$ cat src/rtl/gs_pkg.sv
// Shared constants and the saturating clamp for the Gram-Schmidt column-update datapath.
package gs_pkg;

  localparam int unsigned GS_W    = 16;
  localparam int unsigned GS_FRAC = 10;
  localparam int unsigned GS_N    = 4;

  localparam logic signed [GS_W-1:0] ONE_FX  = GS_W'(1 << GS_FRAC);
  localparam logic signed [GS_W-1:0] SAT_MAX = {1'b0, {(GS_W-1){1'b1}}};
  localparam logic signed [GS_W-1:0] SAT_MIN = {1'b1, {(GS_W-1){1'b0}}};

  localparam logic signed [2*GS_W-1:0] SAT_MAX_2W = {{GS_W{1'b0}}, SAT_MAX};
  localparam logic signed [2*GS_W-1:0] SAT_MIN_2W = {{GS_W{1'b1}}, SAT_MIN};

  // Clamp a double-width signed value into the element range.
  function automatic logic [GS_W-1:0] sat_w(input logic signed [2*GS_W-1:0] x);
    if (x > SAT_MAX_2W)      sat_w = SAT_MAX;
    else if (x < SAT_MIN_2W) sat_w = SAT_MIN;
    else                     sat_w = x[GS_W-1:0];
  endfunction

endpackage

$ cat src/rtl/gs_lane_mac.sv
// One lane of aj' = aj - rij*qi: multiply, round, subtract+saturate, each in its own stage.
module gs_lane_mac
  import gs_pkg::*;
#(
  parameter int unsigned W    = GS_W,
  parameter int unsigned FRAC = GS_FRAC
) (
  input  logic         clk,
  input  logic         rst_n,
  input  logic         en1,
  input  logic         en2,
  input  logic         en3,
  input  logic [W-1:0] rij,
  input  logic [W-1:0] qi,
  input  logic [W-1:0] aj,
  output logic [W-1:0] d,
  output logic         sat_c
);

  localparam int unsigned PW = 2 * W;
  localparam int unsigned RW = PW - FRAC;
  localparam logic signed [PW-1:0] RND = PW'(1) << (FRAC - 1);

  logic signed [PW-1:0] p_q, p_d;
  logic signed [RW-1:0] r_q, r_d;
  logic [W-1:0] aj1_q, aj1_d, aj2_q, aj2_d;
  logic [W-1:0] d_q, d_d;
  logic signed [PW-1:0] p_rnd;
  logic signed [PW-1:0] diff;
  logic [W-1:0] d_sat;

  always_comb begin
    p_d   = p_q;
    r_d   = r_q;
    aj1_d = aj1_q;
    aj2_d = aj2_q;
    d_d   = d_q;
    p_rnd = p_q + RND;
    diff  = PW'($signed(aj2_q)) - PW'(r_q);
    // Result fits W bits only if the bits above the sign are all copies of it.
    sat_c = (diff[PW-1:W-1] != {(W+1){diff[PW-1]}});
    if (en1) begin
      p_d   = PW'($signed(rij)) * PW'($signed(qi));
      aj1_d = aj;
    end
    if (en2) begin
      r_d   = p_rnd[PW-1:FRAC];
      aj2_d = aj1_q;
    end
    if (en3) d_d = d_sat;
  end

  if (W == GS_W) begin : g_pkg_sat
    assign d_sat = sat_w(diff);
  end else begin : g_gen_sat
    assign d_sat = sat_c ? {diff[PW-1], {(W-1){~diff[PW-1]}}} : diff[W-1:0];
  end

  always_ff @(posedge clk or negedge rst_n) begin
    if (!rst_n) begin
      p_q   <= '0;
      r_q   <= '0;
      aj1_q <= '0;
      aj2_q <= '0;
      d_q   <= '0;
    end else begin
      p_q   <= p_d;
      r_q   <= r_d;
      aj1_q <= aj1_d;
      aj2_q <= aj2_d;
      d_q   <= d_d;
    end
  end

  assign d = d_q;

endmodule

$ cat src/rtl/gs_column_update.sv
// Gram-Schmidt column update: N lanes of aj - rij*qi with a 3-stage valid/ready pipeline.
module gs_column_update
  import gs_pkg::*;
#(
  parameter int unsigned W    = GS_W,
  parameter int unsigned FRAC = GS_FRAC,
  parameter int unsigned N    = GS_N
) (
  input  logic           clk,
  input  logic           rst_n,
  input  logic           in_valid,
  output logic           in_ready,
  input  logic [W-1:0]   in_rij,
  input  logic [N*W-1:0] in_qi,
  input  logic [N*W-1:0] in_aj,
  input  logic           in_last,
  input  logic           clr_sat,
  output logic           out_valid,
  input  logic           out_ready,
  output logic [N*W-1:0] out_aj,
  output logic           out_last,
  output logic           sat_flag
);

  logic v1_q, v1_d, v2_q, v2_d, v3_q, v3_d;
  logic last1_q, last1_d, last2_q, last2_d, last3_q, last3_d;
  logic sat_q, sat_d;
  logic load1, load2, load3;
  logic [N-1:0] lane_sat;

  // Back-pressure ripples from out_ready to in_ready with no skid storage.
  always_comb begin
    load3    = v2_q && (!v3_q || out_ready);
    load2    = v1_q && (!v2_q || load3);
    in_ready = !v1_q || load2;
    load1    = in_valid && in_ready;

    v1_d    = load1 ? 1'b1 : (load2 ? 1'b0 : v1_q);
    v2_d    = load2 ? 1'b1 : (load3 ? 1'b0 : v2_q);
    v3_d    = load3 ? 1'b1 : (out_ready ? 1'b0 : v3_q);
    last1_d = load1 ? in_last : last1_q;
    last2_d = load2 ? last1_q : last2_q;
    last3_d = load3 ? last2_q : last3_q;

    sat_d = sat_q;
    if (load3 && (|lane_sat)) sat_d = 1'b1;
    else if (clr_sat)         sat_d = 1'b0;
  end

  always_ff @(posedge clk or negedge rst_n) begin
    if (!rst_n) begin
      v1_q    <= 1'b0;
      v2_q    <= 1'b0;
      v3_q    <= 1'b0;
      last1_q <= 1'b0;
      last2_q <= 1'b0;
      last3_q <= 1'b0;
      sat_q   <= 1'b0;
    end else begin
      v1_q    <= v1_d;
      v2_q    <= v2_d;
      v3_q    <= v3_d;
      last1_q <= last1_d;
      last2_q <= last2_d;
      last3_q <= last3_d;
      sat_q   <= sat_d;
    end
  end

  for (genvar k = 0; k < N; k++) begin : g_lane
    gs_lane_mac #(.W(W), .FRAC(FRAC)) u_lane (
      .clk   (clk),
      .rst_n (rst_n),
      .en1   (load1),
      .en2   (load2),
      .en3   (load3),
      .rij   (in_rij),
      .qi    (in_qi[k*W +: W]),
      .aj    (in_aj[k*W +: W]),
      .d     (out_aj[k*W +: W]),
      .sat_c (lane_sat[k])
    );
  end

  assign out_valid = v3_q;
  assign out_last  = last3_q;
  assign sat_flag  = sat_q;

endmodule

$ cat config.mk
export PLATFORM = sky130hd
export DESIGN_NAME = gs_column_update
export DESIGN_NICKNAME = d
export VERILOG_FILES = /design/src/rtl/gs_pkg.sv /design/src/rtl/gs_lane_mac.sv /design/src/rtl/gs_column_update.sv
export SDC_FILE = /design/constraint.sdc
export NUM_CORES = 2
export LEC_CHECK = 0
export BUFFER_PORTS_ARGS = -buffer_cell sky130_fd_sc_hd__buf_2
export CORE_ASPECT_RATIO = 0.8
export CORE_MARGIN = 2
export CORE_UTILIZATION = 35
export CTS_CLUSTER_SIZE = 30
export DETAILED_ROUTE_END_ITERATION = 8
export MAX_ROUTING_LAYER = met4
export PLACE_DENSITY = 0.62
export SETUP_SLACK_MARGIN = 0.2
export SYNTH_ARGS = -nofsm -noshare
export SYNTH_HDL_FRONTEND = slang
export SYNTH_SLANG_ARGS = --single-unit
$ cat constraint.sdc
create_clock -name clk -period 3.7 [get_ports clk]
set_input_delay 0.37 -clock clk [delete_from_list [all_inputs] [get_ports clk]]
set_output_delay 0.37 -clock clk [all_outputs]
set_load 0.01 [all_outputs]
# After elaboration in Yosys (flattened, before gate mapping)
# Index checks and enable logic that the tools add are counted.
# classes
addsub	8
multipliers	4
order_cmp	8
eq_ne	4
muxes	16
reduce_logical	15
# ops
cell	count
$add 32x11->32 const B	4
$gt 32x16->1 const B	4
$lt 32x16->1 const B	4
$mul 16x16->32	4
$mux 16	8
$sub 16x22->23	4
$ne 16x16->1	4
$mux 1	8
$reduce_bool 2->1	4
$logic_and 1x1->1	4
$reduce_or 4->1	1
$logic_not 1->1	3
$logic_or 1x1->1	3
# totals
reg_bits	415
inputBits	150
out_inout_bits	68
word_cells	82

# Longest topological paths before layout
# depth
word_depth	8
mapped_depth	25
mapped_depth_nobuf	23

# Modules after synthesis
# From an unflattened synthesis, not the netlist that was laid out.
# hier_totals
cells_unflattened	6391
hier_area_um2	60055.1
# by_module_without_submodules
mod	n_inst	cells_each	area_each_um2	seq_area_each_um2
gs_lane_mac (g_lane[1].u_lane)	1	1611	15090.7	2327.2
gs_lane_mac (g_lane[2].u_lane)	1	1610	15077.0	2327.2
gs_lane_mac (g_lane[0].u_lane)	1	1587	14868.0	2327.2
gs_lane_mac (g_lane[3].u_lane)	1	1560	14719.1	2327.2
gs_column_update	1	23	300.3	175.2

# Worst setup path after synthesis
# Ideal clock, no wire load.
# synth_timing
path_type	in2reg
start	in in_rij[15]
end	reg g_lane[3].u_lane.p_q[31]
setup_time_ns	0.133
arrival_ns	6.463
required_time_ns	3.567
path_slack_ns	-2.896
stages	21
n_path_buf	2
cell_sequence	clkbuf_1 > clkbuf_1 > nand2_1 > inv_1 > fa_1 > fa_1 > fa_1 > fa_1 > fa_1 > inv_1 > fa_1 > inv_1 > ha_1 > a2111oi_0 > and3_1 > o311ai_0 > a2111oi_0 > o21bai_1 > o31ai_1 > xnor2_1 > o21ai_0
# synth_via
elab_chain_len	1
# synth_lines
item	line_no	rtl
start: declaration	gs_column_update.sv:13	input logic [W-1:0] in_rij,
$mul 16x16->32	gs_lane_mac.sv:43	p_d = PW'($signed(rij)) * PW'($signed(qi));
end signal: assignment	gs_lane_mac.sv:67	p_q <= p_d;
end: declaration	gs_lane_mac.sv:24	logic signed [PW-1:0] p_q, p_d;
# Every way passes these cells.
# A chain may end at the register's enable or synchronous reset.

# Final worst setup path
# layout_timing
start	in in_rij[4]
end	reg g_lane[1].u_lane.p_q[25]
# layout_via
elab_chain_len	1
# layout_lines
item	line_no
$mul 16x16->32	gs_lane_mac.sv:43
end signal: assignment	gs_lane_mac.sv:67
end: declaration	gs_lane_mac.sv:24
# Every way passes these cells.

==> impl_metrics.csv <==
group,metric,value,unit
outcome,status,"finished with violations",
outcome,violations,"setup timing",
yosys,post_synth_num_cell_types,81,
cts,h-tree-depth,2,
cts,cts.clk_slew.worst_paths,0.06,ns
worst_setup_path,crit_start,"in_rij[4]",
finish,area_delta_synth_final,24.5,%
floorplanning,die_h,369,µm
worst_hold_path,hp-class,"in2reg",
worst_setup_path,slowest_delay,0.54,ns
sta,fin_crit_sh,153,%
sta,final_max_slew_viol_count,0,
yosys,synth_edf_count,0,
worst_setup_path,endpoint_kind,"register",
worst_setup_path,cp_slowest_cell,"fa_1",
placement,io_buffers,217,
detailed_routing,wl_per_cell,17.8,µm
sta,finalClockSkew,0.0212,ns
worst_setup_path,crit_end,"g_lane[1].u_lane.p_q[25]$_DFFE_PN0P_",
yosys,synth-main-ff-cell,"dfrtp_1",
floorplanning,die_w,460,µm
worst_setup_path,r2r_setup_slack,0.10,ns
yosys,yosysWarnings,0,
detailed_routing,firstDrtPassIters,5,
run,drv_cap,0,
worst_setup_path,cp_common_cell,"fa_1",
global_route,met3_usage,3.26,%
sta,final_hold_viol_count,0,
global_route,grt_pass1_vias,47100,
worst_setup_path,cp_data_arrival_time,6.12,ns
yosys,yosys.area.top_type,"fa_1",
yosys,ys_ff_latch,379,
sta,fin_worst_hold_slack,0.00769,ns
global_route,grt_antenna_before_repair,25,
sta,setup_ws,-1.96,ns
global_route,grt-busiest-layer,"met1",
cts,root_buffer,"clkbuf_16",
floorplanning,dieArea,170000,µm²
sta,slew_headroom,30.2,%
worst_setup_path,cp_top_family,"adder cells",
worst_setup_path,start_kind,"input port",
sta,setup_violations,92,
detailed_routing,num_vias,45100,
worst_setup_path,crit_type,"in2reg",
worst_setup_path,r2r_start,"g_lane[1].u_lane.r_q[0]$_DFFE_PN0P_",
finish,fillers,15700,
yosys,netlist_instances,6356,
floorplanning,start_util,35.4,%
cts,cts_made_buffers,44,
detailed_routing,dr.first_iter.drc_count,3488,
global_route,grt_util_met2,29.7,%
global_route,use_met1,30.2,%
global_route,grt_max_degree,139,
sta,tightest_slew,1.05,ns
yosys,synth_sequential_area_ratio,16.3,%
global_route,grt_pass1_wl,266000,µm
detailed_routing,drc_errors,0,
worst_setup_path,cp_max_fo,6,
global_route,grt_overflow,0,
yosys,async_reset_ff_share,100,%
detailed_routing,viasPerCell,4.78,
yosys,yosys-top-cells-area,"fa_1 36%, dfrtp_1 16%, ha_1 8.8%",
yosys,yosysTopAreaCellShare,36.0,%
detailed_routing,ant_nets,0,
cts,clk_latency,0.60,ns
detailed_routing,wirelength,168000,µm
floorplanning,io_pins,218,
placement,post-dp-hpwl,136000,µm
yosys,syn_area_per_cell,9.18,µm²
yosys,netlist_area,58300,µm²
cts,cts_sinks,379,
floorplanning,num_rows,133,
cts,cts_tree,"done",
worst_setup_path,required,4.16,ns
sta,period_needed,5.66,ns
finish,drive_gt1_share,21.5,%
placement,place_inst,9189,
floorplanning,core-area,165000,µm²
worst_setup_path,r2r.worst_path.cells,13,
sta,tns,-144.40,ns
sta,rsz0062_at_grt,"true",
finish,finalNetCount,8775,
yosys,syn-num-nets,7962,
placement,routabilityCongestion,0.916,
sta,max_freq,0.177,GHz
cts,clockBufferDepth,3,
finish,final_cells,9444,
worst_setup_path,worst-path-buf-inv,9,
global_route,grtUsageTotal,20.3,%
worst_setup_path,cp.depth,25,
worst_setup_path,rr_endpoint,"g_lane[1].u_lane.d[0]$_DFFE_PN0P_",
-- flip-flops by register name, indices dropped and copies added (netlist names), 64 cells and up --
| signal | cells |
|---|---|
| g_lane.u_lane.aj1_q | 64 |
| g_lane.u_lane.aj2_q | 64 |
| g_lane.u_lane.d | 64 |
| g_lane.u_lane.p_q | 92 |
| g_lane.u_lane.r_q | 88 |
-- area by class of cell --
cell class | count | area (µm²) | share of cell area [%]
multi-input cells | 4443 | 45100 | 62.1
flip-flops and latches | 379 | 9490 | 13.1
repair buffers | 1044 | 8910 | 12.3
inverters | 1257 | 4720 | 6.50
well taps | 2227 | 2790 | 3.84
clock buffers | 59 | 1230 | 1.69
clock inverters | 23 | 353 | 0.486
diodes | 12 | 30.0 | 0.0414
-- through the flow --
stage / setup WS (ns) / util (%) / instance area, µm²
after floorplan: -2.25 / - / 59600
after global placement: -2.60 / 40.9 / 67400
after detailed placement: -2.70 / 40.9 / 67400
after CTS: -1.92 / 43.2 / 71300
after global routing: -2.14 / 44.0 / 72600
final: -1.96 / 44.0 / 72600
-- worst reg2reg max path, delay by kind of cell, from the launching register on --
kind / cells / cell delay (ns)
DFF: 1 / 0.42
and+or+nand+nor: 2 / 0.53
buffers and inverters: 2 / 0.30
adders and majority gates: 2 / 0.56
AOI/OAI and AO/OA: 6 / 1.37
xor gates and xnor gates: 1 / 0.26
-- synth_stat cells, types with 5 or more instances --
master	number
a21oi_2	11
o21ai_0	213
clkbuf_1	254
nand3b_1	6
xnor2_1	173
inv_1	1257
ha_1	408
a2111oi_0	7
buf_2	7
nor2b_1	27
a41o_1	6
nand4_1	40
o21bai_1	21
a221oi_1	5
o31ai_1	9
nor4_1	8
a211o_1	7
a31o_2	6
dfrtp_1	379
mux2_2	74
fa_1	1048
a21oi_1	185
and4_1	16
o311ai_0	5
a31oi_1	15
o21ai_1	12
a221o_1	7
nand2_1	927
and2_1	501
buf_1	14
nand3_1	74
and3_1	29
nor2_1	195
o31a_1	5
a21o_1	71
o211ai_1	22
nor3_1	33
or3_1	13
nand2b_1	37
a211oi_1	19
o21a_1	36
nor3b_1	5
xor2_1	98
-- worst min path at each step --
stage	startpoint	endpoint	slack [ns]	cells past startpoint
after floorplan	rst_n	g_lane[0].u_lane.aj1_q[0]$_DFFE_PN0P_	0.07	0
after global placement	rst_n	g_lane[1].u_lane.d[1]$_DFFE_PN0P_	0.22	1
after detailed placement	rst_n	g_lane[1].u_lane.d[1]$_DFFE_PN0P_	0.23	1
after CTS	in_aj[30]	g_lane[1].u_lane.aj1_q[14]$_DFFE_PN0P_	0.003	3
after global routing	in_aj[23]	g_lane[1].u_lane.aj1_q[7]$_DFFE_PN0P_	0.01	3
final	in_aj[23]	g_lane[1].u_lane.aj1_q[7]$_DFFE_PN0P_	0.008	3
-- what timing repair did --
action,in CTS,in global routing
hold buffers,57,0
cloned,8,6
resized for setup,281,214
setup buffers,52,38
pin swaps,167,159
endpoints found under the hold margin,159,0
endpoints found under the setup margin,153,153
-- cells in the final DEF, fill, tap and decap left out, types with 51 or more instances in the layout --
cell type / n
inv_1: 1209
fa_1: 997
nand2_1: 895
buf_4: 644
and2_1: 460
dfrtp_1: 376
ha_1: 361
buf_2: 188
nor2_1: 187
a21oi_1: 147
xnor2_1: 142
o21ai_0: 123
xor2_1: 92
o21ai_1: 91
mux2_2: 73
a21o_1: 70
nand3_1: 69
buf_6: 67
dlygate4sd3_1: 57
buf_12: 57
fa_2: 51
-- cell families after synthesis --
family          after synthesis  share of synthesized area [%]
xor+xnor                    271                           4.07
compound gates              708                           7.69
mux                          78                           1.50
fa+ha+maj                  1456                           44.7
simple gates               1930                           15.8
flops                       379                           16.3
buf+inv                    1534                           9.91
-- layer usage --
layer / part of all wire (%) / up-vias
met4: 1.8 / 0
met5: 0 / -
met1: 49 / 22600
met2: 43 / 1251
li1: - / 21100
met3: 7.0 / 156
Power is not shown: default switching activity piles up to over one toggle a cycle in this logic, so the estimate is an artifact.
